==> src/rtl/result_ram_streamer.sv <==
`default_nettype none
// ============================================================================
// Module   : result_ram_streamer
// Brief    : Walks the result RAM once per frame (row-major or transposed),
//            optionally saturates each word, and streams it out over a
//            valid/ready interface through a 2-entry skid FIFO.
// Revision : 1.0 - initial release
// ============================================================================
module result_ram_streamer #(
    parameter int DEPTH     = 64,
    parameter int ADDR_W    = 6,
    parameter int ROW_LEN   = 8,
    parameter int DATA_W    = 19,
    parameter int OUT_W     = 19,
    parameter int TRANSPOSE = 0
) (
    input  logic                     clk,
    input  logic                     rst,
    input  logic                     start,
    output logic [ADDR_W-1:0]        ram_addr,
    input  logic signed [DATA_W-1:0] ram_rdata,
    output logic signed [OUT_W-1:0]  out_data,
    output logic                     out_valid,
    input  logic                     out_ready,
    output logic                     out_last,
    output logic                     busy,
    output logic                     done,
    output logic                     sat_flag
);

    typedef enum logic [1:0] {
        S_IDLE  = 2'd0,
        S_RUN   = 2'd1,
        S_FLUSH = 2'd2
    } state_t;

    localparam logic [ADDR_W-1:0] c_last_idx = ADDR_W'(DEPTH - 1);

    state_t              r_state;
    logic [ADDR_W-1:0]   r_n;
    logic [ADDR_W-1:0]   r_ram_addr;
    logic                r_busy;
    logic                r_done;
    logic                r_sat;
    logic                r_inflight;
    logic                r_inflight_last;
    logic [OUT_W-1:0]    r_data0;
    logic [OUT_W-1:0]    r_data1;
    logic                r_last0;
    logic                r_last1;
    logic                r_v0;
    logic                r_v1;

    logic                w_pop;
    logic                w_push;
    logic                w_issue;
    logic [1:0]          w_occ;
    logic [OUT_W-1:0]    w_sat_data;
    logic                w_clip;

    // Element index -> RAM address; the transposed walk swaps row and column.
    function automatic logic [ADDR_W-1:0] addr_of(input logic [ADDR_W-1:0] idx);
        int i;
        int r;
        int c;
        i = int'(idx);
        r = i / ROW_LEN;
        c = i % ROW_LEN;
        if (TRANSPOSE != 0)
            addr_of = ADDR_W'(c * ROW_LEN + r);
        else
            addr_of = idx;
    endfunction

    // Occupancy counts the word leaving this cycle as already gone, so a
    // steady ready=1 stream never stalls while a held-off stream never
    // needs more than two skid slots.
    assign w_pop   = r_v0 & out_ready;
    assign w_push  = r_inflight;
    assign w_occ   = 2'(r_v0) + 2'(r_v1) + 2'(r_inflight) - 2'(w_pop);
    assign w_issue = (r_state == S_RUN) && (w_occ < 2'd2);

    generate
        if (OUT_W < DATA_W) begin : g_sat
            // All bits above the output sign bit must equal it, else clip.
            logic [DATA_W-OUT_W:0] w_top;
            assign w_top      = ram_rdata[DATA_W-1:OUT_W-1];
            assign w_clip     = !((&w_top) || !(|w_top));
            assign w_sat_data = !w_clip ? ram_rdata[OUT_W-1:0] :
                                ram_rdata[DATA_W-1] ? {1'b1, {(OUT_W-1){1'b0}}} :
                                                      {1'b0, {(OUT_W-1){1'b1}}};
        end else begin : g_pass
            assign w_clip     = 1'b0;
            assign w_sat_data = ram_rdata;
        end
    endgenerate

    // Frame control: start acceptance, read issue, and end-of-frame done pulse.
    always_ff @(posedge clk or posedge rst) begin
        if (rst) begin
            r_state         <= S_IDLE;
            r_n             <= '0;
            r_ram_addr      <= '0;
            r_busy          <= 1'b0;
            r_done          <= 1'b0;
            r_sat           <= 1'b0;
            r_inflight      <= 1'b0;
            r_inflight_last <= 1'b0;
        end else begin
            r_done     <= 1'b0;
            r_inflight <= w_issue;
            if (w_issue)
                r_inflight_last <= (r_n == c_last_idx);
            if (w_push && w_clip)
                r_sat <= 1'b1;
            case (r_state)
                S_IDLE: begin
                    if (start) begin
                        r_state    <= S_RUN;
                        r_n        <= '0;
                        r_ram_addr <= addr_of('0);
                        r_busy     <= 1'b1;
                        r_sat      <= 1'b0;
                    end
                end
                S_RUN: begin
                    if (w_issue) begin
                        if (r_n == c_last_idx) begin
                            r_state <= S_FLUSH;
                        end else begin
                            r_n        <= r_n + ADDR_W'(1);
                            r_ram_addr <= addr_of(r_n + ADDR_W'(1));
                        end
                    end
                end
                S_FLUSH: begin
                    if (w_pop && r_last0) begin
                        r_state <= S_IDLE;
                        r_busy  <= 1'b0;
                        r_done  <= 1'b1;
                    end
                end
                default: r_state <= S_IDLE;
            endcase
        end
    end

    // Two-entry skid FIFO; slot 0 is the head and drives the output port.
    always_ff @(posedge clk or posedge rst) begin
        if (rst) begin
            r_data0 <= '0;
            r_data1 <= '0;
            r_last0 <= 1'b0;
            r_last1 <= 1'b0;
            r_v0    <= 1'b0;
            r_v1    <= 1'b0;
        end else if (w_pop) begin
            if (r_v1) begin
                r_data0 <= r_data1;
                r_last0 <= r_last1;
                r_v0    <= 1'b1;
                r_data1 <= w_sat_data;
                r_last1 <= w_push & r_inflight_last;
                r_v1    <= w_push;
            end else begin
                r_data0 <= w_push ? w_sat_data : r_data0;
                r_last0 <= w_push & r_inflight_last;
                r_v0    <= w_push;
                r_v1    <= 1'b0;
            end
        end else if (w_push) begin
            if (!r_v0) begin
                r_data0 <= w_sat_data;
                r_last0 <= r_inflight_last;
                r_v0    <= 1'b1;
            end else begin
                r_data1 <= w_sat_data;
                r_last1 <= r_inflight_last;
                r_v1    <= 1'b1;
            end
        end
    end

    assign ram_addr  = r_ram_addr;
    assign out_data  = r_data0;
    assign out_valid = r_v0;
    assign out_last  = r_last0;
    assign busy      = r_busy;
    assign done      = r_done;
    assign sat_flag  = r_sat;

endmodule
`default_nettype wire
==> config.mk <==
export PLATFORM = sky130hd
export DESIGN_NAME = result_ram_streamer
export DESIGN_NICKNAME = d
export VERILOG_FILES = /design/src/rtl/result_ram_streamer.sv
export SDC_FILE = /design/constraint.sdc
export NUM_CORES = 1
export LEC_CHECK = 0
export ABC_AREA = 1
export CAP_MARGIN = 30
export CORE_MARGIN = 2
export CORE_UTILIZATION = 43
export DETAILED_ROUTE_END_ITERATION = 8
export PLACE_DENSITY = 0.65
export SYNTH_ARGS = -nofsm -noshare
export SYNTH_HDL_FRONTEND = slang
export SYNTH_SLANG_ARGS = --single-unit
==> constraint.sdc <==
create_clock -name clk -period 3.4 [get_ports clk]
set_input_delay 0.68 -clock clk [delete_from_list [all_inputs] [get_ports clk]]
set_output_delay 0.68 -clock clk [all_outputs]
set_load 0.05 [all_outputs]
==> results.cfg <==
[synthesis]
syn-instance-count = 314
synth_nets = 341
ys_warn_count = 0
yosysTopAreaCell = dfrtp_1
syn_area_per_cell_sq_um = 8.50
synthTopCellsByArea = dfrtp_1 (51%), nand2_1 (13%), o21ai_0 (8.8%), inv_1 (5.8%), o211ai_2 (4.7%)
ys_ff_latch = 54
yosysTopAreaCellShare_pct = 50.6
ys_seq_area_share_pct = 50.6
netlist-cell-type-count = 27
syn-cell-area_sq_mm = 0.00267

[cells_and_area]
n_antenna_cell = 0
multi_input_area_sq_mm = 0.00106
seqCellArea_sq_mm = 0.00135
fill_cells = 554
nets = 388
final_cells = 437
syn2layout_area_growth_pct = 24.1
final_layout_size_suffix_gt1_share_pct = 8.01

[sta]
finalHoldViolCount = 0
finalCritPeriodShare_pct = 73.6
skew_ns = 0.00807
setup_tns_ns = 0
postLayoutSetupSlackWorst_ns = 0.896
worst_pin_slew_ns = 0.783
rsz0062_at_grt = no
slew_viol_final = 0
max_freq_ghz = 0.399
setup_viol = 0
layout_min_cycle_time_ns = 2.50
slew_headroom_pct = 47.6

[setup_path]
r2r-end = out_data[14]
r2r_start = out_valid
endpoint = out_data[14]
worstPathArrival_ns = 2.74
r2r_setup_slack_ns = 1.33
critPathRequiredTime_ns = 3.64
cp-startpoint = out_ready
crit_type = in -> reg
worstRegToRegCells = 7
startpoint_type = input port
setup.worst_path.end_class = flip-flop
worstPathMaxFanout = 20

[clocking]
cts_root_buf = clkbuf_8
htree_levels = 2
ctsResizeCount = 0
postCtsSetupRepairBufs = 0
clockBufferDepth = 2
clkLatencyLatePin_ns = 0.30
cts_inserted_buffers = 5
cts_hold_buf = 0
cts.clk_slew.worst_paths_ns = 0.09
clock-sinks = 54
cts_tree = done

[floorplan]
dieArea_sq_mm = 0.00685
rows = 28
pin_count = 53
core_area_sq_mm = 0.00596
start_util_pct = 44.8
fp.dieW_um = 82.8
fp.dieH_um = 82.8

[routing]
vias = 2131
vias_per_cell = 4.88
wl_per_cell_um = 12.5
drc_errors = 0
routed_wirelength_mm = 5.45
first_iter_violations = 126
firstDrtPassIters = 4
drtAntennaViolNets = 0

[job]
cap_violations = 0

[pwr]
p_switching_w = 0.00171
p_leak_nw = 1.64
powerDensity_mw_per_mm2 = 1050
seqPwrFrac_pct = 32.5
worst_ir_drop_vdd_v = 0.000367
pwr-share-clk_pct = 12.0
intPower_w = 0.00177
swShare_pct = 49.2
power_frac_comb_pct = 55.5

[outcome]
outcome = finished, final reports clean

[global_routing]
grt_max_degree = 55
grt_pass1_vias = 2093
grt_overflow = 0
grt_pass1_wl_mm = 9.14
grt_usage_pct = 17.5
antenna_found_initial = 0

[hold_path]
min_path_type = reg -> reg

[placement]
dp.cells = 429
place.gp.congestion = 0.828
dp_hpwl_mm = 3.76
pre_cts_slack_ns = 0.575
io_buffers = 51
## stage by stage
stage | util, % | instance area (sq um) | total power, W | hold slack (ns)
global route | 55.6 | 3310 | 0.00377 | 0.519
detailed placement | 53.8 | 3210 | 0.00308 | 0.469
finish | 55.6 | 3310 | 0.00348 | 0.488
floorplan | - | 2670 | 0.00254 | 0.448
CTS | 55.6 | 3310 | 0.00352 | 0.491
global placement | 53.8 | 3210 | 0.00304 | 0.465
## cells in the final DEF, fill, tap and decap left out
cell	netlist	final
nand2_1	89	89
o21ai_1	4	4
clkdlybuf4s50_1	0	51
nor4_1	1	1
nor2_1	12	12
clkbuf_8	0	5
a21oi_1	3	3
nand3_1	6	6
o22ai_1	1	1
inv_1	41	40
a21oi_2	1	1
nand2_2	3	3
xnor2_1	1	1
dfrtp_1	54	54
clkinv_2	1	1
o21bai_1	7	7
inv_2	1	2
conb_1	1	1
o21ai_2	1	1
o211ai_1	9	9
buf_4	3	3
bufinv_16	0	1
a31oi_1	1	1
nor2_4	2	2
o211ai_2	10	10
clkbuf_1	5	2
o21ai_0	47	47
ha_1	4	4
## routing by layer
metal | global-route usage (%) | wire (um)
met5 | 0 | 0
met4 | 6.72 | 76
met3 | 3.57 | 198
met2 | 29.9 | 2720
met1 | 21.8 | 2450
## final cells by class
class	count	share of cell area (%)
Multi-Input combinational cell	203	32.1
Timing Repair Buffer	54	16.1
Clock buffer	7	2.30
Clock inverter	1	0.907
Tap cell	75	2.83
Inverter	43	4.91
Sequential cell	54	40.8
## logic make-up after synthesis
logic type	Yosys count	synth area share, %
simple gates	113	17.1
compound gates	84	20.4
buf+inv	57	9.47
flops	54	50.6
fa+ha+maj	4	1.88
xor+xnor	1	0.328
other cells	1	0.141
## flip-flops by register name, summed over array words and instances, names as in the netlist
register         count
r_state              2
busy                 1
r_last1              1
r_data1             19
r_inflight           1
out_valid            1
ram_addr             6
done                 1
r_inflight_last      1
out_data            19
out_last             1
r_v1                 1
## worst min-delay path by stage
stage | from | end | slack [ns] | cells past startpoint
finish | r_last1 | r_last1 | 0.49 | 2
global route | r_data1[11] | r_data1[11] | 0.52 | 2
CTS | r_last1 | r_last1 | 0.49 | 2
detailed placement | r_last1 | r_last1 | 0.47 | 2
global placement | r_last1 | r_last1 | 0.47 | 2
floorplan | r_last1 | r_last1 | 0.45 | 2
## critical path, cell delays in order
cell and delay (ns):
clkdlybuf4s50_1 0.55, nand2_2 0.12, ha_1 0.22, inv_1 0.10
o21ai_2 0.23, nor2_4 0.56, o211ai_1 0.18, nand2_1 0.10
## cell usage after synthesis
cell,n
nand3_1,6
o22ai_1,1
nand2_2,3
buf_6,3
o21ai_2,1
o21ai_0,47
clkbuf_1,5
a21oi_2,1
o211ai_1,9
ha_1,4
o21ai_1,4
conb_1,1
a31oi_1,1
a21oi_1,3
inv_1,41
buf_4,3
dfrtp_1,54
nor4_1,1
nor2_4,2
nor2_1,12
inv_2,1
nand2_1,89
clkinv_2,1
xnor2_1,1
buf_2,3
o211ai_2,10
o21bai_1,7
## power groups by stage
stage	Clock (W)	Combinational, W	Sequential [W]
after global placement	0	0.00190	0.00114
after detailed placement	0	0.00194	0.00114
after global routing	0.000460	0.00215	0.00117
final	0.000418	0.00193	0.00113
after floorplan	0	0.000925	0.00161
after CTS	0.000434	0.00195	0.00113
(Power assumes the default switching activity.)
==> edit: new RTL, same settings <==
Re-encode `state_t` (3 states) as one-hot, 3 bits wide.
--- a/src/rtl/result_ram_streamer.sv
+++ b/src/rtl/result_ram_streamer.sv
@@ -29,8 +29,8 @@
 );
 
-    typedef enum logic [1:0] {
-        S_IDLE  = 2'd0,
-        S_RUN   = 2'd1,
-        S_FLUSH = 2'd2
+    typedef enum logic [2:0] {
+        S_IDLE  = 3'b001,
+        S_RUN   = 3'b010,
+        S_FLUSH = 3'b100
     } state_t;
 
Behaviour: no difference found for any inputs over 10 cycles, from zero or initial values and one cycle with rst high; not proved beyond that.
==> edit against the original RTL <==
  * Sequential cell count increased by 1
  * Total power increased by 6.8%
  * Wire length increased by 4.3%
  * Clock skew decreased by 3.4 ps
  * Setup slack improved by 41 ps
  * Via count increased by 3.8%
  * Clock power increased by 6.2%
  * Area after synthesis increased by 3.0%
  * Design area increased by 2.9%
  * Critical endpoint is now out_data[15]
  * Highest routed layer unchanged
==> edit: results (changes against the original RTL) <==
Min path
  – HP Start: r_data1[11]
  – Hold Path Class: flip-flop to flip-flop
  – Hold path endpoint: r_data1[11]

GRT
  – All-Layer GR Usage: 0.173 (-0.00175)
  – Global-route wire length before repair: 9.89 mm (+8.3%)
  – Largest net degree at the start of global routing: 41 (-25%)
  – GRT overflow: 0 (unchanged)
  – Vias in the first global route: 2091 (-0.096%)

Routing
  – 1st-pass router iterations: 4 (unchanged)
  – Vias: 2213 (+3.8%)
  – Initial drt markers: 60 (-52%)
  – Average wire per standard cell: 12.5 um (+0.21%)

STA
  – Hold_ws: 498 ps (+10.2 ps)
  – Skew final: 4.65 ps (-3.42 ps)
  – Measured slew at the worst slew-check pin: 783 ps (-0.194 ps)

CTS
  – # H-tree levels: 2 (unchanged)
  – # resized after CTS: 0 (unchanged)
  – Clk buf depth: 2 (unchanged)
  – Setup Fix Bufs, Post-CTS: 0 (unchanged)
  – Cts bufs inserted: 5 (unchanged)

Place
  – Number of I/O port buffers: 51 (unchanged)
  – Final Wtd Congestion: 0.799 (-3.5%)
  – Final HPWL DP: 3.92 mm (+4.2%)

Synthesis
  – Syn_nets: 356 (+4.4%)
  – Top cells by count, synth: nand2_1, dfrtp_1, o21ai_0, inv_1, nor2_1
  – Seq/Total Area, Yosys: 0.501 (-0.00496)
  – Synth top area cells: dfrtp_1, nand2_1, o21ai_0

Critical path
  – Arr. time, crit path: 2710 ps (-30 ps)
  – Worst Reg-to-Reg Cells: 7 (unchanged)
  – Reg2reg end: out_data[15]
  – CP peak stage delay: 540 ps (-20 ps)
  – Crit-path slowest cell: nor2_4
  – Reg2reg start: out_valid
  – Worst Path Max Fanout: 20 (unchanged)
  – R2R setup slack: 1330 ps (about the same)

Finish
  – Antenna diodes: 0 (unchanged)
  – Layout fillers: 589 (+6.3%)
  – # nets final: 404 (+4.1%)
  – Share of cells above drive strength 1: 0.0926 (+0.0125)

Pwr
  – Leak pwr: 0.00171 uW (+4.2%)
  – Peak supply drop: 0.554 mV (+51%)

Status
  – Status: complete, no violations
## edit: cell count changes in the layout (fill, tap and decap cells not counted), moves of 2 or more
cell,change
o21ai_0,-4
nor2_2,+3
nand2_1,+16
clkbuf_1,-2
## edit: per-stage QoR
step	instances	area, um2	setup slack [ps]
after CTS	455	3410	944
final	455	3410	937
after floorplan	329	2750	1270
after global placement	447	3300	667
after detailed placement	447	3300	610
after global routing	455	3410	791
## edit: worst max-delay path by stage
stage	from	end	slack, ps	depth (start not counted)
4_1_cts	out_ready	out_data[15]	940	8
2_1_floorplan	out_valid	r_state[1]	1270	11
3_3_place_gp	out_ready	out_data[10]	670	8
6_report	out_ready	out_data[15]	940	8
3_5_place_dp	out_ready	out_data[15]	610	8
5_1_grt	out_ready	out_data[16]	790	8
## edit: layout make-up
type                            instances  area, um2  share of cell area
Sequential cell                        55       1380               0.404
Tap cell                               77       96.3              0.0283
Multi-Input combinational cell        218       1120               0.329
Timing Repair Buffer                   55        541               0.159
Clock buffer                            5       68.8              0.0202
Inverter                               42        159              0.0466
Clock inverter                          3       43.8              0.0128
## edit: kinds of logic after synthesis
| group | count (synthesis) | synth area share |
|---|---|---|
| AND/OR/NAND/NOR | 133 | 0.197 |
| buffers and inverters | 56 | 0.0902 |
| other | 1 | 0.00136 |
| flip-flops | 55 | 0.501 |
| adder cells (fa/ha/maj) | 4 | 0.0182 |
| AO/OA/AOI/OAI | 80 | 0.192 |
## edit: power by group
part / switching [uW] / internal [uW] / total (uW)
Clock: 224 / 220 / 444
Combinational: 1420 / 669 / 2090
Sequential: 217 / 965 / 1180
Total: 1860 / 1850 / 3710
## edit: tightest hold or removal path, delay by kind of cell (launching register included)
family | cells | cell delay, ps
AO/OA/AOI/OAI | 1 | 60
flip-flops | 1 | 350
AND/OR/NAND/NOR | 1 | 50
## edit: metal layers
layer | up-vias | wire (um) | GRT usage
li1 | 1149 | - | -
met5 | - | 0 | 0
met3 | 7 | 162 | 0.0336
met4 | 0 | 77 | 0.0557
met2 | 38 | 2720 | 0.280
met1 | 1019 | 2730 | 0.236
